**src/rtl/trdb_phase_qualifier_if.sv**
```systemverilog
// Retirement-side inputs and per-instruction decision bundle of the trace phase qualifier.
// The upstream pipeline/bench drives the master side; the qualifier uses the slave side.
interface trdb_phase_qualifier_if #(
  parameter int XLEN     = 32,
  parameter int CAUSELEN = 5,
  parameter int PRIVLEN  = 2
);
  logic                ivalid_i;
  logic                iexception_i;
  logic                interrupt_i;
  logic [CAUSELEN-1:0] cause_i;
  logic [XLEN-1:0]     tval_i;
  logic [PRIVLEN-1:0]  priv_i;
  logic [XLEN-1:0]     iaddr_i;
  logic                is_branch_i;
  logic                u_disc_i;
  logic                compressed_i;

  logic                out_valid_o;
  logic [XLEN-1:0]     tc_iaddr_o;
  logic [PRIVLEN-1:0]  tc_priv_o;
  logic                tc_qualified_o;
  logic                tc_first_qualified_o;
  logic                tc_last_qualified_o;
  logic                tc_privchange_o;
  logic                tc_branch_o;
  logic                tc_branch_taken_o;
  logic                nc_exception_o;
  logic                lc_exception_o;
  logic                lc_u_disc_o;
  logic                lc_interrupt_o;
  logic [CAUSELEN-1:0] lc_cause_o;
  logic [XLEN-1:0]     lc_tval_o;
  logic                resync_o;

  modport master (
    output ivalid_i, iexception_i, interrupt_i, cause_i, tval_i, priv_i,
           iaddr_i, is_branch_i, u_disc_i, compressed_i,
    input  out_valid_o, tc_iaddr_o, tc_priv_o, tc_qualified_o,
           tc_first_qualified_o, tc_last_qualified_o, tc_privchange_o,
           tc_branch_o, tc_branch_taken_o, nc_exception_o, lc_exception_o,
           lc_u_disc_o, lc_interrupt_o, lc_cause_o, lc_tval_o, resync_o
  );

  modport slave (
    input  ivalid_i, iexception_i, interrupt_i, cause_i, tval_i, priv_i,
           iaddr_i, is_branch_i, u_disc_i, compressed_i,
    output out_valid_o, tc_iaddr_o, tc_priv_o, tc_qualified_o,
           tc_first_qualified_o, tc_last_qualified_o, tc_privchange_o,
           tc_branch_o, tc_branch_taken_o, nc_exception_o, lc_exception_o,
           lc_u_disc_o, lc_interrupt_o, lc_cause_o, lc_tval_o, resync_o
  );
endinterface

```
**src/rtl/trdb_phase_qualifier.sv**
```systemverilog
// Stages retirements into nc/tc/lc phases, qualifies each instruction against
// the privilege mask and address-range filters, and paces periodic resync requests.
module trdb_phase_qualifier #(
  parameter int XLEN       = 32,
  parameter int CAUSELEN   = 5,
  parameter int PRIVLEN    = 2,
  parameter int NFILT      = 2,
  parameter int RESYNC_MAX = 256
) (
  input  logic                    clk_i,
  input  logic                    rst_i,
  input  logic                    flush_i,
  input  logic                    cfg_en_i,
  input  logic [2**PRIVLEN-1:0]   cfg_priv_mask_i,
  input  logic [NFILT-1:0]        cfg_filt_en_i,
  input  logic [NFILT*XLEN-1:0]   cfg_filt_lo_i,
  input  logic [NFILT*XLEN-1:0]   cfg_filt_hi_i,
  trdb_phase_qualifier_if.slave   bus
);

  localparam int CW = $clog2(RESYNC_MAX);
  localparam logic [CW-1:0] CNT_LAST = CW'(RESYNC_MAX - 1);

  typedef struct packed {
    logic                valid;
    logic                qual;
    logic [XLEN-1:0]     iaddr;
    logic [PRIVLEN-1:0]  priv;
    logic                branch;
    logic                compressed;
    logic                exception;
    logic                interrupt;
    logic                uDisc;
    logic [CAUSELEN-1:0] cause;
    logic [XLEN-1:0]     tval;
  } slot_t;

  slot_t           ncSlot;
  slot_t           tcSlot_q, tcSlot_d;
  slot_t           lcSlot_q, lcSlot_d;
  logic [CW-1:0]   resyncCnt_q, resyncCnt_d;
  logic            filtHit;
  logic            ncQual;
  logic            outValid;
  logic            lcShow;
  logic            firstQual;
  logic            resyncHit;
  logic [XLEN-1:0] tcSeqAddr;

  // An empty or inverted range (lo >= hi) can never satisfy lo <= a < hi.
  always_comb begin
    filtHit = 1'b0;
    for (int k = 0; k < NFILT; k++) begin
      if (cfg_filt_en_i[k] &&
          (bus.iaddr_i >= cfg_filt_lo_i[k*XLEN +: XLEN]) &&
          (bus.iaddr_i <  cfg_filt_hi_i[k*XLEN +: XLEN]))
        filtHit = 1'b1;
    end
  end

  assign ncQual = cfg_en_i && cfg_priv_mask_i[bus.priv_i] &&
                  ((cfg_filt_en_i == '0) || filtHit);

  always_comb begin
    ncSlot            = '0;
    ncSlot.valid      = bus.ivalid_i;
    ncSlot.qual       = ncQual;
    ncSlot.iaddr      = bus.iaddr_i;
    ncSlot.priv       = bus.priv_i;
    ncSlot.branch     = bus.is_branch_i;
    ncSlot.compressed = bus.compressed_i;
    ncSlot.exception  = bus.iexception_i;
    ncSlot.interrupt  = bus.interrupt_i;
    ncSlot.uDisc      = bus.u_disc_i;
    ncSlot.cause      = bus.cause_i;
    ncSlot.tval       = bus.tval_i;
  end

  assign outValid  = bus.ivalid_i && tcSlot_q.valid && !flush_i;
  assign lcShow    = outValid && lcSlot_q.valid;
  assign firstQual = tcSlot_q.qual && !(lcSlot_q.valid && lcSlot_q.qual);
  assign resyncHit = outValid && tcSlot_q.qual && !firstQual &&
                     (resyncCnt_q == CNT_LAST);
  assign tcSeqAddr = tcSlot_q.iaddr + (tcSlot_q.compressed ? XLEN'(2) : XLEN'(4));

  // A first-qualified bundle restarts the count and suppresses any resync due.
  always_comb begin
    tcSlot_d    = tcSlot_q;
    lcSlot_d    = lcSlot_q;
    resyncCnt_d = resyncCnt_q;
    if (flush_i) begin
      lcSlot_d    = '0;
      tcSlot_d    = bus.ivalid_i ? ncSlot : '0;
      resyncCnt_d = '0;
    end else if (bus.ivalid_i) begin
      lcSlot_d = tcSlot_q;
      tcSlot_d = ncSlot;
      if (outValid) begin
        if (firstQual)
          resyncCnt_d = '0;
        else if (tcSlot_q.qual)
          resyncCnt_d = (resyncCnt_q == CNT_LAST) ? '0 : resyncCnt_q + 1'b1;
      end
    end
  end

  always_ff @(posedge clk_i) begin
    if (rst_i) begin
      tcSlot_q    <= '0;
      lcSlot_q    <= '0;
      resyncCnt_q <= '0;
    end else begin
      tcSlot_q    <= tcSlot_d;
      lcSlot_q    <= lcSlot_d;
      resyncCnt_q <= resyncCnt_d;
    end
  end

  assign bus.out_valid_o          = outValid;
  assign bus.tc_iaddr_o           = outValid ? tcSlot_q.iaddr : '0;
  assign bus.tc_priv_o            = outValid ? tcSlot_q.priv : '0;
  assign bus.tc_qualified_o       = outValid && tcSlot_q.qual;
  assign bus.tc_first_qualified_o = outValid && firstQual;
  assign bus.tc_last_qualified_o  = outValid && tcSlot_q.qual && !ncQual;
  assign bus.tc_privchange_o      = outValid && (tcSlot_q.priv != bus.priv_i);
  assign bus.tc_branch_o          = outValid && tcSlot_q.branch;
  assign bus.tc_branch_taken_o    = outValid && tcSlot_q.branch && (tcSeqAddr != bus.iaddr_i);
  assign bus.nc_exception_o       = outValid && bus.iexception_i;
  assign bus.lc_exception_o       = lcShow && lcSlot_q.exception;
  assign bus.lc_u_disc_o          = lcShow && lcSlot_q.uDisc;
  assign bus.lc_interrupt_o       = lcShow && lcSlot_q.interrupt;
  assign bus.lc_cause_o           = lcShow ? lcSlot_q.cause : '0;
  assign bus.lc_tval_o            = lcShow ? lcSlot_q.tval : '0;
  assign bus.resync_o             = resyncHit;

endmodule

```
**src/flat_wrapper.sv**
```systemverilog
// flat-port wrapper written by rule: the top's interface ports become plain ports
module trdb_phase_qualifier_flat 
#(
  parameter int XLEN       = 32,
  parameter int CAUSELEN   = 5,
  parameter int PRIVLEN    = 2,
  parameter int NFILT      = 2,
  parameter int RESYNC_MAX = 256
)
  (clk_i, rst_i, flush_i, cfg_en_i, cfg_priv_mask_i, cfg_filt_en_i, cfg_filt_lo_i, cfg_filt_hi_i, bus_ivalid_i, bus_iexception_i, bus_interrupt_i, bus_cause_i, bus_tval_i, bus_priv_i, bus_iaddr_i, bus_is_branch_i, bus_u_disc_i, bus_compressed_i, bus_out_valid_o, bus_tc_iaddr_o, bus_tc_priv_o, bus_tc_qualified_o, bus_tc_first_qualified_o, bus_tc_last_qualified_o, bus_tc_privchange_o, bus_tc_branch_o, bus_tc_branch_taken_o, bus_nc_exception_o, bus_lc_exception_o, bus_lc_u_disc_o, bus_lc_interrupt_o, bus_lc_cause_o, bus_lc_tval_o, bus_resync_o);
  trdb_phase_qualifier_if #(.XLEN(XLEN), .CAUSELEN(CAUSELEN), .PRIVLEN(PRIVLEN)) bus_i ();
  input  logic clk_i;
  input  logic rst_i;
  input  logic flush_i;
  input  logic cfg_en_i;
  input  logic [2**PRIVLEN-1:0] cfg_priv_mask_i;
  input  logic [NFILT-1:0] cfg_filt_en_i;
  input  logic [NFILT*XLEN-1:0] cfg_filt_lo_i;
  input  logic [NFILT*XLEN-1:0] cfg_filt_hi_i;
  input wire logic [$bits(bus_i.ivalid_i)-1:0] bus_ivalid_i;
  input wire logic [$bits(bus_i.iexception_i)-1:0] bus_iexception_i;
  input wire logic [$bits(bus_i.interrupt_i)-1:0] bus_interrupt_i;
  input wire logic [$bits(bus_i.cause_i)-1:0] bus_cause_i;
  input wire logic [$bits(bus_i.tval_i)-1:0] bus_tval_i;
  input wire logic [$bits(bus_i.priv_i)-1:0] bus_priv_i;
  input wire logic [$bits(bus_i.iaddr_i)-1:0] bus_iaddr_i;
  input wire logic [$bits(bus_i.is_branch_i)-1:0] bus_is_branch_i;
  input wire logic [$bits(bus_i.u_disc_i)-1:0] bus_u_disc_i;
  input wire logic [$bits(bus_i.compressed_i)-1:0] bus_compressed_i;
  output wire logic [$bits(bus_i.out_valid_o)-1:0] bus_out_valid_o;
  output wire logic [$bits(bus_i.tc_iaddr_o)-1:0] bus_tc_iaddr_o;
  output wire logic [$bits(bus_i.tc_priv_o)-1:0] bus_tc_priv_o;
  output wire logic [$bits(bus_i.tc_qualified_o)-1:0] bus_tc_qualified_o;
  output wire logic [$bits(bus_i.tc_first_qualified_o)-1:0] bus_tc_first_qualified_o;
  output wire logic [$bits(bus_i.tc_last_qualified_o)-1:0] bus_tc_last_qualified_o;
  output wire logic [$bits(bus_i.tc_privchange_o)-1:0] bus_tc_privchange_o;
  output wire logic [$bits(bus_i.tc_branch_o)-1:0] bus_tc_branch_o;
  output wire logic [$bits(bus_i.tc_branch_taken_o)-1:0] bus_tc_branch_taken_o;
  output wire logic [$bits(bus_i.nc_exception_o)-1:0] bus_nc_exception_o;
  output wire logic [$bits(bus_i.lc_exception_o)-1:0] bus_lc_exception_o;
  output wire logic [$bits(bus_i.lc_u_disc_o)-1:0] bus_lc_u_disc_o;
  output wire logic [$bits(bus_i.lc_interrupt_o)-1:0] bus_lc_interrupt_o;
  output wire logic [$bits(bus_i.lc_cause_o)-1:0] bus_lc_cause_o;
  output wire logic [$bits(bus_i.lc_tval_o)-1:0] bus_lc_tval_o;
  output wire logic [$bits(bus_i.resync_o)-1:0] bus_resync_o;
  assign bus_i.ivalid_i = bus_ivalid_i;
  assign bus_i.iexception_i = bus_iexception_i;
  assign bus_i.interrupt_i = bus_interrupt_i;
  assign bus_i.cause_i = bus_cause_i;
  assign bus_i.tval_i = bus_tval_i;
  assign bus_i.priv_i = bus_priv_i;
  assign bus_i.iaddr_i = bus_iaddr_i;
  assign bus_i.is_branch_i = bus_is_branch_i;
  assign bus_i.u_disc_i = bus_u_disc_i;
  assign bus_i.compressed_i = bus_compressed_i;
  assign bus_out_valid_o = bus_i.out_valid_o;
  assign bus_tc_iaddr_o = bus_i.tc_iaddr_o;
  assign bus_tc_priv_o = bus_i.tc_priv_o;
  assign bus_tc_qualified_o = bus_i.tc_qualified_o;
  assign bus_tc_first_qualified_o = bus_i.tc_first_qualified_o;
  assign bus_tc_last_qualified_o = bus_i.tc_last_qualified_o;
  assign bus_tc_privchange_o = bus_i.tc_privchange_o;
  assign bus_tc_branch_o = bus_i.tc_branch_o;
  assign bus_tc_branch_taken_o = bus_i.tc_branch_taken_o;
  assign bus_nc_exception_o = bus_i.nc_exception_o;
  assign bus_lc_exception_o = bus_i.lc_exception_o;
  assign bus_lc_u_disc_o = bus_i.lc_u_disc_o;
  assign bus_lc_interrupt_o = bus_i.lc_interrupt_o;
  assign bus_lc_cause_o = bus_i.lc_cause_o;
  assign bus_lc_tval_o = bus_i.lc_tval_o;
  assign bus_resync_o = bus_i.resync_o;
  trdb_phase_qualifier #(.XLEN(XLEN), .CAUSELEN(CAUSELEN), .PRIVLEN(PRIVLEN), .NFILT(NFILT), .RESYNC_MAX(RESYNC_MAX)) u_core (.clk_i(clk_i), .rst_i(rst_i), .flush_i(flush_i), .cfg_en_i(cfg_en_i), .cfg_priv_mask_i(cfg_priv_mask_i), .cfg_filt_en_i(cfg_filt_en_i), .cfg_filt_lo_i(cfg_filt_lo_i), .cfg_filt_hi_i(cfg_filt_hi_i), .bus(bus_i));
endmodule
```
**config.mk**
```make
export PLATFORM = sky130hd
export DESIGN_NAME = trdb_phase_qualifier_flat
export DESIGN_NICKNAME = d
export VERILOG_FILES = /design/src/rtl/trdb_phase_qualifier_if.sv /design/src/rtl/trdb_phase_qualifier.sv /design/src/flat_wrapper.sv
export SDC_FILE = /design/constraint.sdc
export NUM_CORES = 1
export LEC_CHECK = 0
export CAP_MARGIN = 25
export CORE_UTILIZATION = 35
export CTS_CLUSTER_SIZE = 10
export DETAILED_ROUTE_END_ITERATION = 10
export GPL_TIMING_DRIVEN = 0
export PLACE_DENSITY = 0.66
export SLEW_MARGIN = 40
export SYNTH_ARGS = -nofsm -noshare
export SYNTH_HDL_FRONTEND = slang
export SYNTH_SLANG_ARGS = --single-unit
```
**constraint.sdc**
```tcl
create_clock -name clk_i -period 3.4 [get_ports clk_i]
set_input_delay 0.68 -clock clk_i [delete_from_list [all_inputs] [get_ports clk_i]]
set_output_delay 0.68 -clock clk_i [all_outputs]
set_load 0.01 [all_outputs]
```
Word-level counts from Yosys, hierarchy flattened
Cells that the tools add are included.
{"block": "op_classes", "n_mux": 15, "reduce_logical": 33, "add_sub_neg": 2, "multipliers": 0, "bitwise": 0, "n_shift": 0, "n_eq_ne": 3, "order_cmp": 5, "div_mod_pow": 0}
{"operator": "78-bit 2-to-1 mux", "n": 3}
{"operator": "32-bit >= comparator", "n": 2}
{"operator": "32-bit < comparator", "n": 2}
{"operator": "32-bit 2-to-1 mux", "n": 2}
{"operator": "32-bit adder", "n": 1}
{"operator": "32-bit != test", "n": 1}
{"operator": "8-bit 2-to-1 mux", "n": 3}
{"operator": "1-bit logical AND", "n": 23}
{"operator": "8-bit by 1-bit adder with 8-bit output (second input constant)", "n": 1}
{"operator": "8-bit equality test (second input constant)", "n": 1}
{"operator": "5-bit 2-to-1 mux", "n": 1}
{"operator": "1-bit logical NOT", "n": 4}
{"operator": "2-bit nonzero test", "n": 2}
{"operator": "2-bit by 3-bit < comparator with 1-bit output (second input constant)", "n": 1}
{"operator": "1-bit 2-to-1 mux", "n": 3}
{"operator": "3-bit 2-to-1 mux", "n": 1}
{"operator": "3-bit AND reduction", "n": 1}
{"operator": "1-bit binary-select mux with 2-bit select", "n": 1}
{"operator": "2-bit logical NOT", "n": 1}
{"operator": "2-bit 2-to-1 mux", "n": 1}
{"operator": "2-bit != test", "n": 1}
{"operator": "2-bit OR reduction", "n": 1}
{"operator": "1-bit logical OR", "n": 1}
{"block": "totals", "regBits": 128, "word_cells": 77, "output_inout_bits": 83, "inputBits": 215, "memories": 0, "mem_bits_ro": 0, "latch_bits": 0, "ram_bits": 0}

Depth between registers and ports, before layout
Gate-level depths: netlist of the first run.
{"block": "logic_depth", "depth_word": 9, "depth_mapped": 12, "ltp_nobuf": 11}

Least setup slack after synthesis of the first run
No wires, ideal clock.
{"block": "synth_path", "path_kind": "register -> output", "from": "register u_core.tcSlot_q[40] (netlist bit)", "to": "output port bus_tc_branch_taken_o", "t_arrival_ns": 2.820, "slack_ns": -0.100, "path_buffers": 1, "required_time_ns": 2.720, "path_stages_with_launch": 13, "path_cell_list": "dfxtp_1 ha_1 inv_1 fa_1 nand3b_1 or4_1 buf_2 nand2b_4 or3_4 a21o_1 o21ai_2 o22ai_1 a31oi_1"}
{"block": "synth_between", "elab_chain_len": 4}
{"item": "start: declaration", "line_no": "trdb_phase_qualifier.sv:39", "source": "slot_t tcSlot_q, tcSlot_d;"}
{"item": "start signal: assignment", "line_no": "trdb_phase_qualifier.sv:113", "source": "tcSlot_q <= tcSlot_d;"}
{"item": "3-bit 2-to-1 mux", "line_no": "trdb_phase_qualifier.sv:84", "source": "assign tcSeqAddr = tcSlot_q.iaddr + (tcSlot_q.compressed ? XLEN'(2) : XLEN'(4));"}
{"item": "32-bit adder", "line_no": "trdb_phase_qualifier.sv:84"}
{"item": "32-bit != test", "line_no": "trdb_phase_qualifier.sv:127", "source": "assign bus.tc_branch_taken_o = outValid && tcSlot_q.branch && (tcSeqAddr != bus.iaddr_i);"}
{"item": "1-bit logical AND", "line_no": "trdb_phase_qualifier.sv:127"}
{"item": "end: declaration", "line_no": "flat_wrapper.sv:38", "source": "output wire logic [$bits(bus_i.tc_branch_taken_o)-1:0] bus_tc_branch_taken_o;"}
Every way passes these cells.

Worst setup path in the final report of the first run
{"block": "layout_path", "from": "input port cfg_filt_lo_i[0]", "to": "output port bus_tc_last_qualified_o"}
{"block": "layout_between", "elab_chain_len": 9}
{"item": "start: declaration", "line_no": "flat_wrapper.sv:18", "source": "input logic [NFILT*XLEN-1:0] cfg_filt_lo_i;"}
{"item": "32-bit >= comparator", "line_no": "trdb_phase_qualifier.sv:55", "source": "(bus.iaddr_i >= cfg_filt_lo_i[k*XLEN +: XLEN]) &&"}
{"item": "1-bit logical AND", "line_no": "trdb_phase_qualifier.sv:54", "source": "if (cfg_filt_en_i[k] &&"}
{"item": "1-bit logical AND", "line_no": "trdb_phase_qualifier.sv:55"}
{"item": "1-bit 2-to-1 mux (2 in series)", "line_no": "trdb_phase_qualifier.sv:54"}
{"item": "1-bit logical OR", "line_no": "trdb_phase_qualifier.sv:62", "source": "((cfg_filt_en_i == '0) || filtHit);"}
{"item": "1-bit logical AND", "line_no": "trdb_phase_qualifier.sv:61", "source": "assign ncQual = cfg_en_i && cfg_priv_mask_i[bus.priv_i] &&"}
{"item": "1-bit logical NOT", "line_no": "trdb_phase_qualifier.sv:124", "source": "assign bus.tc_last_qualified_o = outValid && tcSlot_q.qual && !ncQual;"}
{"item": "1-bit logical AND", "line_no": "trdb_phase_qualifier.sv:124"}
{"item": "end: declaration", "line_no": "flat_wrapper.sv:35", "source": "output wire logic [$bits(bus_i.tc_last_qualified_o)-1:0] bus_tc_last_qualified_o;"}
Every way passes these cells.

==> impl_metrics.csv, run 1 <==
group,metric,value,unit
run_status,outcome,"complete, but fails checks",
run_status,violations,"negative setup slack",
drt,first_pass_iters,4,
drt,via_per_inst,5.078,
cells_and_area,nets,1727,
pwr,p_int,0.003199,W
die,num_rows,58,
yosys,seq_area_frac_synth,0.2866,
sta,final_max_slew_viol_count,0,
clocking,cts_buffers,17,
die,dieArea,26190,sq um
pwr,p_clk_frac,0.421,
critical_path,reg2reg_from,"u_core.tcSlot_q[77]$_SDFFE_PP0P_",
drt,drc_errors,0,
place,hpwl,22610,microns
critical_path,cpLargestDelayFamily,"compound AO/OA/AOI/OAI gates",
die,fp.dieH,161.8,microns
sta,worst_hold_slack,0.4756,ns
cells_and_area,drive_gt1_frac,0.06174,
clocking,clock-sinks,128,
critical_path,cp_slowest_stage_delay,0.47,ns
pwr,p_leak,5.964,nW
pwr,swShare,0.2679,
yosys,synthFlopType,"dfxtp_1",
place,finalWeightedCongestion,0.8596,
worst_hold_path,hold_path_class,"reg -> reg",
critical_path,reg2reg_to,"u_core.resyncCnt_q[4]$_SDFFE_PP0P_",
pwr,comb_power_share,0.212,
critical_path,worst-setup-path-type,"in -> out",
clocking,clock-root-buffer,"clkbuf_16",
sta,final-setup-viol-count,2,
yosys,yosysUniqueCellTypes,64,
cells_and_area,num_antenna_cells,0,
sta,rsz0062_at_grt,"yes",
critical_path,worstPathArrival,3.32,ns
sta,timing.final.ws_setup,-0.5979,ns
die,die_w,161.8,microns
place,place_inst,1684,
die,start_util,0.3561,
pwr,power_density,332.5,nW/um^2
drt,drt_wl_total,28760,microns
critical_path,cpMaxStageDelayCell,"clkdlybuf4s50_1",
critical_path,critPathBufInv,3,
global_route,grt_max_degree,17,
critical_path,crit_path_max_fanout,2,
worst_hold_path,hold_path_end,"u_core.tcSlot_q[15]$_SDFFE_PP0P_",
drt,vias,8750,
worst_hold_path,hold_depth,1,
yosys,netlist_instances,1059,
drt,first_iter_violations,449,
clocking,cts_tree,"built",
die,core,25110,sq um
place,io_buffers,295,
global_route,grt.overflow.total,0,
clocking,clock_latency,0.41,ns
yosys,synth.avg_cell_area,8.443,sq um
critical_path,reg2reg_depth,8,
critical_path,path_common_cell,"a21oi_2",
yosys,yosysWarnings,0,
sta,max_freq,250.1,MHz
yosys,ys_ff_latch,128,
sta,post-route-period-util,1.176,
sta,fin_crit,3.998,ns
clocking,hold_buffers,0,
die,io_pins,298,
critical_path,r2r_slack,1.31,ns
cells_and_area,final_common_cell,"clkdlybuf4s50_1",
run,drv_cap,0,
sta,hold_viol,0,
yosys,syn_area,8941,sq um
yosys,syn-num-nets,1404,
worst_hold_path,hold_start,"u_core.tcSlot_q[15]$_SDFFE_PP0P_",
clocking,clock_path_buffers,2,
sta,maxSlewHeadroom,0.4844,
pwr,vdd_drop_max,0.3622,mV
pwr,pwr-share-seq,0.367,
sta,finClkSkew,0.008339,ns
drt,avgRoutedWirePerCell,16.69,microns
clocking,clkSlewWorstSetupHoldPaths,0.05,ns
critical_path,crit_chain,"clkdlybuf4s50_1 > ha_1 > nand2b_1 > a2111o_1 > a311oi_2 > a21oi_2 > a2111oi_4 > o31ai_1 > o2bb2ai_1 > buf_4 > a21oi_2 > buf_2",
critical_path,worst_setup_path_end_kind,"output pin",
global_route,grt.total_usage,0.2182,
cells_and_area,instances_no_fill,1723,
drt,drtAntennaViolNets,0,
cells_and_area,area_growth,46.98,%
critical_path,required,2.72,ns
global_route,grt_pass1_wl,44910,microns
global_route,antenna_found_initial,2,
global_route,grt_pass1_vias,8574,
cells_and_area,final_cell_mix,"clkdlybuf4s50_1 (277), inv_1 (137), ha_1 (128)",
sta,worst_slew_pin_slew,0.7734,ns
critical_path,cp-start-kind,"primary input",
clocking,h-tree-depth,4,
yosys,synth_edf_count,0,
cells_and_area,n_fill_cell,2399,
pwr,p_sw,0.001171,W
yosys,async_flop_share,0,
per-stage QoR:
step	setup TNS (ns)	total power [W]	setup slack [ns]	cell area, sq um	utilization
after global placement	-58.60	0.002504	-2.240	12310	0.4903
after detailed placement	-58.47	0.002527	-1.943	12320	0.4908
after floorplan	-0.03589	0.002074	-0.03589	8945	-
after global routing	-1.416	0.004577	-0.7434	13140	0.5234
final	-1.171	0.004369	-0.5979	13140	0.5234
after CTS	-1.238	0.004390	-0.6190	13060	0.5200
Yosys cell counts, types with 4 or more instances:
cell type	number	area [sq um]
a211oi_1	10	75.07
a21o_1	18	135.1
a21oi_1	57	285.3
a22o_1	76	665.6
a31oi_1	8	50.05
and2_1	31	193.9
and3_1	48	300.3
clkbuf_1	39	146.4
dfxtp_1	128	2562
ha_1	129	1614
inv_1	138	518.0
mux2i_1	41	410.4
nand2_1	40	150.1
nand2b_1	8	50.05
nand3_1	14	70.07
nand4_1	27	168.9
nor2_1	78	292.8
nor2b_1	7	43.79
nor3_1	12	60.06
nor4_1	6	37.54
o21ai_0	38	190.2
o22ai_1	4	25.02
xnor2_1	27	236.5
xor2_1	16	140.1
worst max path at each step:
stage,end,slack (ns),start,depth (start not counted)
after floorplan,bus_tc_branch_taken_o,-0.04,u_core.tcSlot_q[40]$_SDFFE_PP0P_,12
after global placement,bus_tc_last_qualified_o,-2.24,bus_iaddr_i[0],12
after detailed placement,bus_tc_last_qualified_o,-1.94,bus_iaddr_i[0],12
after CTS,bus_tc_branch_taken_o,-0.62,u_core.tcSlot_q[40]$_SDFFE_PP0P_,13
after global routing,bus_tc_last_qualified_o,-0.74,cfg_filt_lo_i[0],12
final,bus_tc_last_qualified_o,-0.60,cfg_filt_lo_i[0],12
worst register-to-register path, stage by stage (launching register included):
cell and delay, ns:
dfxtp_1 0.37, nand2_4 0.12, nor2_1 0.16, nand2_1 0.19, inv_2 0.20, nand3_1 0.17
nand2b_1 0.29, or3_1 0.38, a21oi_1 0.14
metal layers:
layer / global-route usage / routed length, microns
met1: 0.2778 / 13250
met2: 0.3683 / 13590
met3: 0.04980 / 1457
met4: 0.05746 / 435
met5: 0 / 25
flip-flops by register name, summed over array words and instances, names as in the netlist:
name,flops
u_core.lcSlot_q,42
u_core.resyncCnt_q,8
u_core.tcSlot_q,78
final cells by class:
type                            instances  area [sq um]  share of cell area
Multi-Input combinational cell        749          5858              0.4458
Timing Repair Buffer                  304          3004              0.2286
Sequential cell                       128          2567              0.1954
Inverter                              139         521.8             0.03970
Clock buffer                           22         484.2             0.03685
Tap cell                              330         412.9             0.03142
Buffer                                 43         187.7             0.01428
Clock inverter                          8         105.1            0.007998
power by group through the flow:
stage	clock (W)	sequential, W	combinational, W
final	0.00184	0.00160	0.000927
after global routing	0.00193	0.00161	0.00104
after CTS	0.00187	0.00160	0.000924
after detailed placement	0	0.00163	0.000894
after global placement	0	0.00163	0.000872
after floorplan	0	0.00162	0.000454
timing repair:
action                                  in CTS  in global routing
cloned                                       0                  0
endpoints found under the setup margin      79                 72
buffers inserted                             6                  3
gates resized for setup                     59                 16
pin swaps                                   10                  3
logic make-up (layout without fill, tap and decap cells):
kind of cell,Yosys count,after routing,synth area share
xor gates and xnor gates,43,43,0.04212
buffers and inverters,182,516,0.07655
muxes,43,43,0.04968
AOI/OAI and AO/OA,241,241,0.1875
DFF,128,128,0.2866
and+or+nand+nor,292,292,0.1748
adders and majority gates,130,130,0.1828
(Power assumes the default switching activity.)
==> run 2, diff against run 1 <==
CORE_UTILIZATION = 43   (was 35)
PLACE_DENSITY = 0.79   (was 0.66)
==> impl_metrics.csv, run 2 (same netlist as run 1, synthesis figures left out) <==
group,metric,value,unit
run,drv_cap,0,
cells_and_area,largestRegisters,"u_core.tcSlot_q: 78 flops, u_core.lcSlot_q: 42 flops, u_core.resyncCnt_q: 8 flops",
global_route,antenna_found_initial,1,
place,io_buffers,295,
pwr,p_leak,6.243,nW
pwr,p_sw,0.001231,W
cells_and_area,drive_gt1_frac,0.1016,
global_route,grt_max_degree,17,
sta,finClkSkew,0.01014,ns
run_status,violations,"negative setup slack",
drt,via_per_inst,5.386,
global_route,grt.overflow.total,0,
clocking,cts_tree,"built",
pwr,p_int,0.003022,W
critical_path,worstPathArrival,3.24,ns
die,io_pins,298,
place,hpwl,21660,microns
die,core,20300,sq um
run_status,outcome,"complete, but fails checks",
die,fp.dieH,146.2,microns
critical_path,cp-start-kind,"flip-flop",
sta,timing.final.ws_setup,-0.5183,ns
pwr,pwr-share-seq,0.377,
pwr,power_density,316.1,nW/um^2
die,dieArea,21370,sq um
pwr,swShare,0.2894,
sta,hold_viol,0,
drt,vias,8995,
global_route,grt_pass1_wl,44110,microns
critical_path,worst-setup-path-type,"reg -> out",
clocking,clock_latency,0.42,ns
critical_path,required,2.72,ns
global_route,grt_pass1_vias,8923,
place,finalWeightedCongestion,0.8594,
place,place_inst,1624,
critical_path,worst_setup_path_end_kind,"output pin",
global_route,grt.total_usage,0.2596,
drt,drtAntennaViolNets,0,
sta,rsz0062_at_grt,"yes",
die,die_w,146.2,microns
pwr,comb_power_share,0.234,
drt,drt_wl_total,28550,microns
cells_and_area,regMostFlops,"u_core.tcSlot_q",
critical_path,crit_path_max_fanout,4,
die,start_util,0.4405,
sta,post-route-period-util,1.152,
clocking,clkSlewWorstSetupHoldPaths,0.05,ns
sta,worst_slew_pin_slew,0.7912,ns
cells_and_area,area_growth,50.48,%
sta,final-setup-viol-count,2,
clocking,h-tree-depth,4,
cells_and_area,fin_util,0.6628,
cells_and_area,instances_no_fill,1670,
cells_and_area,final_cell_mix,"clkdlybuf4s50_1 (250), inv_1 (128), dfxtp_1 (126)",
clocking,clock-sinks,128,
clocking,clock_path_buffers,2,
clocking,clock-root-buffer,"clkbuf_16",
sta,maxSlewHeadroom,0.4725,
sta,fin_crit,3.918,ns
cells_and_area,nets,1730,
cells_and_area,final_common_cell,"clkdlybuf4s50_1",
drt,drc_errors,0,
clocking,cts_buffers,17,
worst_hold_path,hold_path_class,"reg -> reg",
sta,final_max_slew_viol_count,0,
cells_and_area,n_fill_cell,1651,
sta,max_freq,255.2,MHz
cells_and_area,largest_register_ffs,78,
drt,first_pass_iters,5,
pwr,p_clk_frac,0.389,
drt,first_iter_violations,513,
pwr,vdd_drop_max,0.3187,mV
die,num_rows,52,
drt,avgRoutedWirePerCell,17.09,microns
run 2: critical path, stage by stage, from the launching register on:
cell,delay [ns]
dfxtp_4,0.36
ha_4,0.14
inv_2,0.03
fa_2,0.33
nand3b_1,0.25
or4_4,0.50
buf_4,0.17
nor2_4,0.11
o2111ai_1,0.11
a21oi_1,0.20
nand3_1,0.11
nor4_2,0.24
a31oi_1,0.12
buf_2,0.16
run 2: layer usage:
| metal | part of all wire | GRT usage | routed length [microns] |
|---|---|---|---|
| met1 | 0.43 | 0.3129 | 12300 |
| met3 | 0.057 | 0.06281 | 1634 |
| met4 | 0.032 | 0.1125 | 905 |
| met2 | 0.48 | 0.4383 | 13710 |
| met5 | 0 | 0 | 0 |
run 2: path summary, 6_finish.rpt:
| path | from | end | slack [ns] | depth (start not counted) |
|---|---|---|---|---|
| worst max register to register | u_core.tcSlot_q[77]$_SDFFE_PP0P_ | u_core.resyncCnt_q[5]$_SDFFE_PP0P_ | 1.26 | 9 |
| worst min register to register | u_core.tcSlot_q[25]$_SDFFE_PP0P_ | u_core.tcSlot_q[25]$_SDFFE_PP0P_ | 0.47 | 1 |
| worst max-delay path | u_core.tcSlot_q[40]$_SDFFE_PP0P_ | bus_tc_branch_taken_o | -0.52 | 13 |
| worst min-delay path | u_core.tcSlot_q[25]$_SDFFE_PP0P_ | u_core.tcSlot_q[25]$_SDFFE_PP0P_ | 0.47 | 1 |
run 2: timing repair:
item / in CTS / in global routing
endpoints found under the hold margin: 0 / 0
pin swaps: 10 / 36
gates resized for setup: 64 / 122
setup buffers: 6 / 7
setup endpoints to repair: 79 / 30
hold buffers: 0 / 0
run 2: power by group through the flow:
stage / combinational [W] / sequential (W) / clock [W]
finish: 0.000994 / 0.00160 / 0.00166
global route: 0.00110 / 0.00161 / 0.00175
CTS: 0.000917 / 0.00160 / 0.00168
detailed placement: 0.000890 / 0.00163 / 0
global placement: 0.000864 / 0.00163 / 0
floorplan: 0.000454 / 0.00162 / 0
run 2: cell type report:
class                   instances  area (sq um)  area share
multi-input cells             749          6198      0.4607
repair buffers                308          3095      0.2301
flip-flops and latches        128          2570      0.1910
inverters                     139         534.3     0.03971
clock buffers                  19         432.9     0.03218
well taps                     270         337.8     0.02511
plain buffers                  42         173.9     0.01293
clock inverters                13         106.4    0.007905
diodes                          2         5.005   0.0003720
run 2: through the flow:
step           TNS [ns]  power, W  hold slack (ns)  instance area, sq um  setup slack, ns
2_1_floorplan  -0.03589  0.002074           0.4269                  8945         -0.03589
3_3_place_gp     -45.59  0.002495           0.4361                 12240           -2.140
3_5_place_dp     -50.60  0.002523           0.4402                 12240           -1.921
4_1_cts          -1.391  0.004197           0.4749                 12950          -0.7310
5_1_grt          -1.133  0.004463           0.4855                 13450          -0.6398
6_report        -0.9055  0.004252           0.4724                 13450          -0.5183
